`src/rtl/mem_port_arbiter.sv`:
```
// Arbiter for the shared 16-bit memory port: grants fetch or load/store with a
// data-priority streak limit, sequences IDLE/ISSUE/WAIT/RESP and returns results.
module mem_port_arbiter #(
    parameter int ADDR_W     = 16,
    parameter int DATA_W     = 16,
    parameter int MEM_LAT    = 2,
    parameter int STREAK_MAX = 4
) (
    input  logic              clk,
    input  logic              rst_n,
    input  logic              if_req,
    input  logic [ADDR_W-1:0] if_addr,
    output logic              if_gnt,
    output logic              if_rvalid,
    output logic [DATA_W-1:0] if_rdata,
    input  logic              d_req,
    input  logic              d_we,
    input  logic [ADDR_W-1:0] d_addr,
    input  logic [DATA_W-1:0] d_wdata,
    output logic              d_gnt,
    output logic              d_done,
    output logic [DATA_W-1:0] d_rdata,
    output logic              mem_sel,
    output logic              mem_en,
    output logic              mem_we,
    output logic [ADDR_W-1:0] mem_addr,
    output logic [DATA_W-1:0] mem_wdata,
    input  logic [DATA_W-1:0] mem_rdata
);

    localparam int CNT_W = $clog2(MEM_LAT + 1);
    localparam int STR_W = $clog2(STREAK_MAX + 1);

    typedef enum logic [1:0] {IDLE, ISSUE, WAIT, RESP} state_t;

    state_t            state_q, state_d;
    logic [STR_W-1:0]  streak_q, streak_d;
    logic [CNT_W-1:0]  cnt_q, cnt_d;
    logic              we_q, we_d;
    logic              mem_sel_q, mem_sel_d;
    logic              mem_en_q, mem_en_d;
    logic              mem_we_q, mem_we_d;
    logic [ADDR_W-1:0] mem_addr_q, mem_addr_d;
    logic [DATA_W-1:0] mem_wdata_q, mem_wdata_d;
    logic              if_rvalid_q, if_rvalid_d;
    logic              d_done_q, d_done_d;
    logic [DATA_W-1:0] if_rdata_q, if_rdata_d;
    logic [DATA_W-1:0] d_rdata_q, d_rdata_d;
    logic              streak_full;

    // Fetch only overrides data priority once data has won STREAK_MAX times in a row.
    always_comb begin
        streak_full = (streak_q == STR_W'(STREAK_MAX));
        if_gnt      = (state_q == IDLE) && if_req && (!d_req || streak_full);
        d_gnt       = (state_q == IDLE) && d_req && !(if_req && streak_full);
    end

    always_comb begin
        state_d     = state_q;
        streak_d    = streak_q;
        cnt_d       = cnt_q;
        we_d        = we_q;
        mem_sel_d   = mem_sel_q;
        mem_en_d    = 1'b0;
        mem_we_d    = 1'b0;
        mem_addr_d  = mem_addr_q;
        mem_wdata_d = mem_wdata_q;
        if_rvalid_d = 1'b0;
        d_done_d    = 1'b0;
        if_rdata_d  = if_rdata_q;
        d_rdata_d   = d_rdata_q;
        case (state_q)
            IDLE: begin
                if (if_gnt) begin
                    state_d    = ISSUE;
                    streak_d   = '0;
                    we_d       = 1'b0;
                    mem_sel_d  = 1'b0;
                    mem_en_d   = 1'b1;
                    mem_addr_d = if_addr;
                end else if (d_gnt) begin
                    state_d     = ISSUE;
                    we_d        = d_we;
                    mem_sel_d   = 1'b1;
                    mem_en_d    = 1'b1;
                    mem_we_d    = d_we;
                    mem_addr_d  = d_addr;
                    mem_wdata_d = d_wdata;
                    if (!if_req)
                        streak_d = '0;
                    else if (!streak_full)
                        streak_d = streak_q + STR_W'(1);
                end
            end
            ISSUE: begin
                state_d = WAIT;
                cnt_d   = CNT_W'(MEM_LAT);
            end
            WAIT: begin
                if (cnt_q == CNT_W'(1)) begin
                    state_d     = RESP;
                    if_rvalid_d = !mem_sel_q;
                    d_done_d    = mem_sel_q;
                    if (!we_q) begin
                        if (mem_sel_q)
                            d_rdata_d = mem_rdata;
                        else
                            if_rdata_d = mem_rdata;
                    end
                end else begin
                    cnt_d = cnt_q - CNT_W'(1);
                end
            end
            RESP:    state_d = IDLE;
            default: state_d = IDLE;
        endcase
    end

    always_ff @(posedge clk or negedge rst_n) begin
        if (!rst_n) begin
            state_q     <= IDLE;
            streak_q    <= '0;
            cnt_q       <= '0;
            we_q        <= 1'b0;
            mem_sel_q   <= 1'b0;
            mem_en_q    <= 1'b0;
            mem_we_q    <= 1'b0;
            mem_addr_q  <= '0;
            mem_wdata_q <= '0;
            if_rvalid_q <= 1'b0;
            d_done_q    <= 1'b0;
            if_rdata_q  <= '0;
            d_rdata_q   <= '0;
        end else begin
            state_q     <= state_d;
            streak_q    <= streak_d;
            cnt_q       <= cnt_d;
            we_q        <= we_d;
            mem_sel_q   <= mem_sel_d;
            mem_en_q    <= mem_en_d;
            mem_we_q    <= mem_we_d;
            mem_addr_q  <= mem_addr_d;
            mem_wdata_q <= mem_wdata_d;
            if_rvalid_q <= if_rvalid_d;
            d_done_q    <= d_done_d;
            if_rdata_q  <= if_rdata_d;
            d_rdata_q   <= d_rdata_d;
        end
    end

    assign if_rvalid = if_rvalid_q;
    assign if_rdata  = if_rdata_q;
    assign d_done    = d_done_q;
    assign d_rdata   = d_rdata_q;
    assign mem_sel   = mem_sel_q;
    assign mem_en    = mem_en_q;
    assign mem_we    = mem_we_q;
    assign mem_addr  = mem_addr_q;
    assign mem_wdata = mem_wdata_q;

endmodule

```
`config.mk`:
```
export PLATFORM = sky130hd
export DESIGN_NAME = mem_port_arbiter
export DESIGN_NICKNAME = d
export VERILOG_FILES = /design/src/rtl/mem_port_arbiter.sv
export SDC_FILE = /design/constraint.sdc
export NUM_CORES = 1
export LEC_CHECK = 0
export CORE_AREA = 5 5 95 97
export DETAILED_ROUTE_END_ITERATION = 10
export DIE_AREA = 0 0 100 102
export PLACE_DENSITY = 0.78
export SLEW_MARGIN = 15
export SYNTH_ARGS = -nofsm -noshare
export SYNTH_HDL_FRONTEND = slang
export SYNTH_SLANG_ARGS = --single-unit
```
`constraint.sdc`:
```
create_clock -name clk -period 2.1 [get_ports clk]
set_clock_uncertainty 0.15 [all_clocks]
set_input_delay 0.63 -clock clk [delete_from_list [all_inputs] [get_ports clk]]
set_output_delay 0.63 -clock clk [all_outputs]
set_load 0.01 [all_outputs]
```
* Word level (Yosys, flattened, before mapping) *
Cells that the tools add are included.

word-level totals
  flip-flop bits (word level) = 77
  bits of input ports = 69
  output and inout port bits = 71
  logic and storage cells = 72

operators by class
  add/sub/neg operators = 2
  equality and inequality tests = 9
  muxes and demuxes = 26
  bitwise logic cells = 3
  reductions and logical operators = 19

operators by type and width
  operator                                                               count
  16-bit 2-to-1 mux                                                      2
  1-bit 2-to-1 mux                                                       14
  3-bit 2-to-1 mux                                                       4
  2-bit 2-to-1 mux                                                       4
  2-bit case mux with 4 select lines                                     1
  4-bit AND reduction                                                    2
  3-bit != test, second input constant                                   2
  2-bit AND reduction                                                    3
  3-bit AND reduction                                                    2
  1-bit logical AND                                                      5
  2-bit by 1-bit equality test with 1-bit output, second input constant  2
  2-bit equality test, second input constant                             2
  2-bit != test, second input constant                                   2
  2-bit case mux with 2 select lines                                     1
  2-bit nonzero test                                                     2
  3-bit by 1-bit adder with 3-bit output, second input constant          1
  3-bit equality test, second input constant                             1
  1-bit logical NOT                                                      3
  1-bit inverter                                                         3
  2-bit logical NOT                                                      1
  2-bit by 1-bit subtractor with 2-bit output, second input constant     1
  1-bit logical OR                                                       1

* Longest topological paths before layout *
Gate-level depths: netlist of the first run.

  depth in word-level cells = 7
  mapped depth = 7
  gate-level depth less buffers = 6

* Worst setup path before layout of the first run *
OpenSTA, ideal clock, no wires.

  kind = register -> output
  start = register state_q[0]
  end = output if_gnt
  arrival time = 1245 ps
  required time = 1320 ps
  slack = 75 ps
  stages on the path, launching flop included = 6
  path buffers = 1
  path through = dfrtp_1 > inv_1 > ha_1 > nand2_1 > clkbuf_1 > nor2_1

on the way
  word-level cells in the longest chain between the ends = 3

RTL lines
  element                         line  RTL
  start: declaration              36    state_t state_q, state_d;
  start signal: assignment        135   state_q <= state_d;
  2-bit logical NOT               54    if_gnt = (state_q == IDLE) && if_req && (!d_req || streak_full);
  1-bit logical AND (2 in a row)  54
  end: declaration                13    output logic if_gnt,

Every way passes these cells.

* Worst setup path after layout of the first run *
  start = register state_q[1]
  end = output d_gnt

on the way
  word-level cells in the longest chain between the ends = 3

RTL lines
  element                         line  RTL
  2-bit logical NOT               55    d_gnt = (state_q == IDLE) && d_req && !(if_req && streak_full);
  1-bit logical AND (2 in a row)  55
  end: declaration                20    output logic d_gnt,

Every way passes these cells.

==> results of run 1 <==
[where the power goes]
| group | total [µW] | internal, µW | switching [µW] |
|---|---|---|---|
| sequential | 2560 | 2170 | 391 |
| clock | 1050 | 458 | 595 |
| combinational | 3580 | 2160 | 1420 |
| total | 7200 | 4780 | 2410 |
[synthesized netlist by cell type]
master	n	area, µm²
nand3_1	2	10.0
inv_1	6	22.5
clkinv_1	1	3.75
nor3_1	1	5.00
a21oi_1	17	85.1
buf_2	6	30.0
a32o_1	1	10.0
mux2_4	10	150
o21ai_0	19	95.1
xor2_1	1	8.76
a21o_2	1	8.76
ha_1	7	87.6
a21boi_2	1	11.3
and2_1	2	12.5
a21bo_1	1	10.0
buf_12	1	20.0
clkbuf_1	4	15.0
nand2_1	6	22.5
nand2b_1	1	6.26
buf_6	2	22.5
nand2b_2	1	8.76
o22ai_1	2	12.5
a22o_1	1	8.76
a2bb2oi_1	2	17.5
mux2_2	39	439
dfrtp_1	77	1930
nor3_4	1	16.3
a31oi_1	17	106
and3_4	1	11.3
o21ai_2	1	8.76
nor2_1	19	71.3
[final timing paths]
kind,startpoint,end,cells after the start
worst max-delay path,state_q[1]$_DFFE_PN0P_,d_gnt,5
worst min-delay path,rst_n,d_rdata[4]$_DFFE_PN0P_,1
worst max register to register,state_q[0]$_DFFE_PN0P_,if_rdata[11]$_DFFE_PN0P_,7
worst min register to register,if_rdata[10]$_DFFE_PN0P_,if_rdata[10]$_DFFE_PN0P_,1
max in group asynchronous,rst_n,mem_sel$_DFFE_PN0P_,2
min in group clk,if_rdata[10]$_DFFE_PN0P_,if_rdata[10]$_DFFE_PN0P_,1
[worst max-delay path: cells and delay by family (launching register included)]
family	cells	cell delay, ps
DFF	1	390
buffers and inverters	2	220
AOI/OAI and AO/OA	1	190
adders and majority gates	1	150
and+or+nand+nor	1	60
[metal layers]
metal | up-vias | wire length [µm] | global-route usage
met5 | - | 0 | 0
met4 | 0 | 110 | 0.0632
met3 | 8 | 606 | 0.0505
met2 | 102 | 4390 | 0.287
met1 | 1278 | 3590 | 0.212
li1 | 1231 | - | -
[registers in the layout, indices dropped and copies added (netlist names)]
name       count
state_q        2
streak_q       3
we_q           1
if_rdata      16
mem_sel        1
d_rdata       16
d_done         1
mem_en         1
mem_wdata     16
mem_we         1
mem_addr      16
cnt_q          2
if_rvalid      1
[cells by family (layout without fill, tap and decap cells)]
kind of cell / after synthesis / count (layout)
compound gates: 63 / 63
flops: 77 / 77
simple gates: 34 / 34
buf+inv: 20 / 189
mux: 49 / 49
xor+xnor: 1 / 1
fa+ha+maj: 7 / 7
[repair_timing]
action,in CTS,in global routing
setup buffers,3,0
endpoints found under the hold margin,0,0
pin swaps,2,0
resized for setup,28,12
endpoints found under the setup margin,3,11
[metrics by stage]
stage          power (µW)  instances  cell area (µm²)  setup TNS [ps]  worst slack [ps]
3_3_place_gp         5960        506             4950          -10310              -774
6_report             7200        525             5240           -40.7             -34.4
5_1_grt              7680        525             5240            -190             -98.0
3_5_place_dp         6100        506             4950          -11130              -786
2_1_floorplan        4090        251             3260               0              74.8
4_1_cts              7300        525             5200           -81.0             -50.7
[final cells by class]
class                   count  area share
well taps                 105      0.0251
repair buffers            166       0.321
inverters                   7     0.00502
clock buffers               9      0.0237
multi-input cells         154       0.245
flip-flops and latches     77       0.368
clock inverters             7      0.0124
==> metrics.md, run 1 <==
| Metric | Value |
|---|---|
| Initial antenna violation count | `0` |
| CTS Buf Count | `9` |
| Netlist cell types | `31` |
| CP required | `1320 ps` |
| First-pass GRT wire length | `roughly 14 mm` |
| PD cells | `1370 mW/mm²` |
| Detailed-route DRC error count | `0` |
| Hold buffer count at CTS | `0` |
| Vias | `2619` |
| DR WL/cell | `16.6 µm` |
| Vias in the first global route | `between 2000 and 3000` |
| RSZ-0062 raised after global routing | `yes` |
| Synthesis Warnings | `0` |
| CTS max path bufs | `2` |
| Hold Vio Cnt, Final | `0` |
| Filler Cell Count | `633` |
| Crit-path slowest cell | `dfrtp_1` |
| Multi-input logic area | `0.00128 mm²` |
| NumNets Final | `491` |
| TritonCTS clock tree | `built` |
| Post-Synth Adder-Cell Area | `0.0268` |
| Syn-to-layout area delta | `60.4%` |
| Critical-path cell list | `inv_2 > ha_4 > nand2_2 > a31oi_4 > buf_6` |
| Layout cell share with drive strength beyond 1 | `0.269` |
| Buffers on Ports | `139` |
| Gpl congestion | `0.791` |
| Post-synthesis sequential area ratio | `0.590` |
| Synth Area in Compound Gates | `0.115` |
| WS Path Type | `reg2out` |
| Hold WS | `38.7 ps` |
| Setup WS post-layout | `-34.4 ps` |
| Syn avg cell area | `13.0 µm²` |
| Clk_lat worst skew | `340 ps` |
| Slew Viols, Final | `0` |
| GRT Residual Overflow | `0` |
| Fmax | `0.469 GHz` |
| Most frequent cells in the layout | `clkdlybuf4s50_1, dfrtp_1, mux2_2` |
| Detailed Route WL | `~8.7 mm` |
| Simple-gate share of the synthesized area | `0.0502` |
| Maximum VDD drop | `~800 µV` |
| Worst-path fanout max | `3` |
| Die Ht | `102 µm` |
| Syn Nets | `327` |
| Clock slew at the register clock pins of the worst setup and hold paths | `90 ps` |
| Starting Density | `0.405` |
| R2r setup slk | `210 ps` |
| DRT iter0 DRCs | `81` |
| Worst slew pin tran | `494 ps` |
| Largest family of logic cells by synthesized area | `multiplexers` |
| Flops & latches, synth | `77` |
| Hold WC Path Type | `in2async` |
| Synth Cell Area | `0.00326 mm²` |
| Root buf cell | `clkbuf_8` |
| XOR/XNOR Fraction of Synth Area | `0.00268` |
| DRT Pass-1 Iters | `4` |
| Site Rows | `33` |
| Die area | `0.0102 mm²` |
| Failing checks | `negative setup slack` |
| GRT Util Overall | `0.172` |
| Max cap viols | `0` |
| Min Clock Period, post-route | `around 2100 ps` |
| Die X | `100 µm` |
| Setup violators final | `2` |
| Post-Syn Instances | `251` |
| Slew headroom | `0.670` |
| Pin count of the biggest net entering global routing | `35` |
| Ant diodes | `0` |
| Core Region | `roughly 0.0081 mm²` |
| Crit path capture type | `output port` |
| Post-DP HPWL | `6.53 mm` |
| Leak | `0.00235 µW` |
| Mux contribution to synthesized area | `0.181` |
| Final period utilization | `1.02` |
| H-tree Lvls | `3` |
| CTS Sinks | `77` |
| Vias/cell | `roughly 5` |
| WP data arrival | `1350 ps` |
| Post-route ant nets | `0` |
| Run status | `finished, violations left` |
| CP startpoint kind | `flip-flop` |
| CP peak stage delay | `390 ps` |
| Fin util | `0.651` |
| I/O pin total | `140` |
| Register area | `0.00193 mm²` |
| Most common library cell in the layout ignoring fill and taps | `clkdlybuf4s50_1` |
Power figures use the tool's default switching activity.
==> run 2, diff against run 1 <==
CTS_CLUSTER_DIAMETER = 50   (was unset)
GPL_TIMING_DRIVEN = 0   (was unset)
==> run 2 against run 1 <==
  * The run still ends with negative setup slack left
  * Sequential share of layout area shrank 0.29 points
  * Worst hold slack gained 41 ps
  * Wire length grew 0.38%
  * Fmax shrank 3.5%
  * Setup slack lost 76 ps
  * Design area grew 0.79%
==> metrics.md, run 2 (same netlist as run 1, synthesis figures left out) <==
| Metric | Value |
|---|---|
| Worst-path fanout max | `3 (unchanged)` |
| Post-route ant nets | `0 (unchanged)` |
| Fmax | `0.452 GHz (-3.5%)` |
| DR WL/cell | `16.5 µm (-0.57%)` |
| Core Region | `0.00805 mm² (unchanged)` |
| Critical-path cell list | `inv_2 > ha_4 > nand2_4 > a31oi_4 > buf_6 > buf_6` |
| Clock slew at the register clock pins of the worst setup and hold paths | `80 ps (about the same)` |
| Max cap viols | `0 (unchanged)` |
| H-tree Lvls | `3 (unchanged)` |
| Non-Filler Instances | `530 (+0.95%)` |
| WS Path Type | `reg2out` |
| Internal | `5070 µW (+6.0%)` |
| Fin area | `0.00528 mm² (+0.79%)` |
| Min Clock Period, post-route | `2210 ps (+76.5 ps)` |
| Post-DP HPWL | `6.25 mm (-4.4%)` |
| CTS max path bufs | `2 (unchanged)` |
| Crit path capture type | `output port` |
| Run status | `finished, violations left` |
| Hold WS | `79.5 ps (+40.7 ps)` |
| Setup violators final | `2 (unchanged)` |
| Sw Pwr | `2400 µW (-0.42%)` |
| TritonCTS clock tree | `built` |
| Setup WS post-layout | `-111 ps (-76.5 ps)` |
| Hold WC Path Type | `in2async` |
| Failing checks | `negative setup slack` |
| WP buf/inv | `3 (+1)` |
| Leak | `0.00231 µW (-1.6%)` |
| Die X | `100 µm (unchanged)` |
| Sw frac | `0.321 (-0.0138)` |
| Multi-input logic area | `0.00131 mm² (+1.9%)` |
| Initial antenna violation count | `0 (unchanged)` |
| DP Worst Slack | `-1180 ps (-393 ps)` |
| Part of the power in registers | `0.342 (-0.014)` |
| Maximum VDD drop | `615 µV (-21%)` |
| I/O pin total | `140 (unchanged)` |
| CTS Sinks | `77 (unchanged)` |
| Ant diodes | `0 (unchanged)` |
| Register area | `0.00193 mm² (unchanged)` |
| Crit-path leading delay family | `flip-flops` |
| NumNets Final | `496 (+1.0%)` |
| Most common library cell in the layout ignoring fill and taps | `clkdlybuf4s50_1` |
| CP startpoint kind | `flip-flop` |
| GRT Residual Overflow | `0 (unchanged)` |
| GRT Util Overall | `0.171 (-0.000283)` |
| Layout cell share with drive strength beyond 1 | `0.278 (+0.00860)` |
| Slew headroom | `0.683 (+0.0129)` |
| First-pass GRT wire length | `13.8 mm (about the same)` |
| Starting Density | `0.405 (unchanged)` |
| Filler Cell Count | `615 (-2.8%)` |
| RSZ-0062 raised after global routing | `yes` |
| Placed Cells | `496 (-2.0%)` |
| Buffers on Ports | `139 (unchanged)` |
| Critical Path Most Common Cell | `buf_6` |
| DRT iter0 DRCs | `53 (-35%)` |
| Die area | `0.0102 mm² (unchanged)` |
| Placed Area | `0.00480 mm² (-2.9%)` |
| Final period utilization | `1.05 (+0.0364)` |
| CP peak stage delay | `410 ps (+20 ps)` |
| Final setup TNS | `-203 ps (-162 ps)` |
| Most frequent cells in the layout | `clkdlybuf4s50_1, dfrtp_1, mux2_2` |
| Site Rows | `33 (unchanged)` |
| Detailed-route DRC error count | `0 (unchanged)` |
| Die Ht | `102 µm (unchanged)` |
| Hold Vio Cnt, Final | `0 (unchanged)` |
| Vias | `2638 (+0.73%)` |
| Pin count of the biggest net entering global routing | `45 (+29%)` |
| Crit-path slowest cell | `dfrtp_1` |
| Gpl congestion | `0.740 (-6.4%)` |
| Clock power share | `0.172 (+0.026)` |
| Detailed Route WL | `8.72 mm (+0.38%)` |
| WP data arrival | `1430 ps (+80 ps)` |
| Comb power frac | `0.486 (-0.012)` |
| Vias/cell | `4.98 (-0.22%)` |
| Clk_lat worst skew | `340 ps (about the same)` |
| CP required | `1320 ps (about the same)` |
| Syn-to-layout area delta | `61.7%` |
| CTS Buf Count | `9 (unchanged)` |
| Slew Viols, Final | `0 (unchanged)` |
| Root buf cell | `clkbuf_8` |
| DRT Pass-1 Iters | `4 (unchanged)` |
| Worst slew pin tran | `475 ps (-19.4 ps)` |
| Vias in the first global route | `2754 (-0.29%)` |
| PD cells | `1420 mW/mm² (+3.1%)` |
-- run 2: repair_timing --
action | 4_1_cts | 5_1_grt
buffers inserted | 12 | 8
hold buffers | 0 | 0
gates resized for setup | 40 | 4
pin swaps | 5 | 4
endpoints found under the setup margin | 3 | 14
-- run 2: per-stage QoR --
stage           util  power [µW]
2_1_floorplan      -        4090
3_3_place_gp   0.595        5740
3_5_place_dp   0.597        5860
4_1_cts        0.648        7440
5_1_grt        0.656        7910
6_report       0.656        7470
-- run 2: final timing paths --
path,startpoint,depth (start not counted),end,slack [ps]
max,state_q[0]$_DFFE_PN0P_,6,d_gnt,-110
min,rst_n,1,cnt_q[0]$_DFFE_PN0P_,80
max reg2reg,state_q[0]$_DFFE_PN0P_,9,mem_addr[9]$_DFFE_PN0P_,130
min reg2reg,d_rdata[3]$_DFFE_PN0P_,1,d_rdata[3]$_DFFE_PN0P_,360
max in group asynchronous,rst_n,2,mem_wdata[1]$_DFFE_PN0P_,1140
min in group clk,d_rdata[3]$_DFFE_PN0P_,1,d_rdata[3]$_DFFE_PN0P_,360
-- run 2: power by group through the flow --
stage | clock network [µW] | registers (µW) | logic (µW)
final | 1290 | 2560 | 3630
after global routing | 1370 | 2650 | 3900
after CTS | 1320 | 2560 | 3560
after detailed placement | 0 | 2580 | 3280
after global placement | 0 | 2540 | 3190
after floorplan | 0 | 2830 | 1250
-- run 2: area by class of cell --
type / count / area share
tap: 105 / 0.0249
multi-input combinational: 154 / 0.247
buffer: 11 / 0.0164
timing repair buffer: 160 / 0.297
sequential: 77 / 0.365
clock buffer: 11 / 0.0287
inverter: 7 / 0.00498
clock inverter: 5 / 0.0154
-- run 2: per-layer routing --
layer  part of all wire  global-route usage  routed length, µm  up-vias
met2               0.51               0.290               4490      104
met1               0.40               0.211               3500     1290
met4              0.014              0.0725                126        0
met5                  0                   0                  0        -
met3              0.070              0.0410                612        9
li1                   -                   -                  -     1235
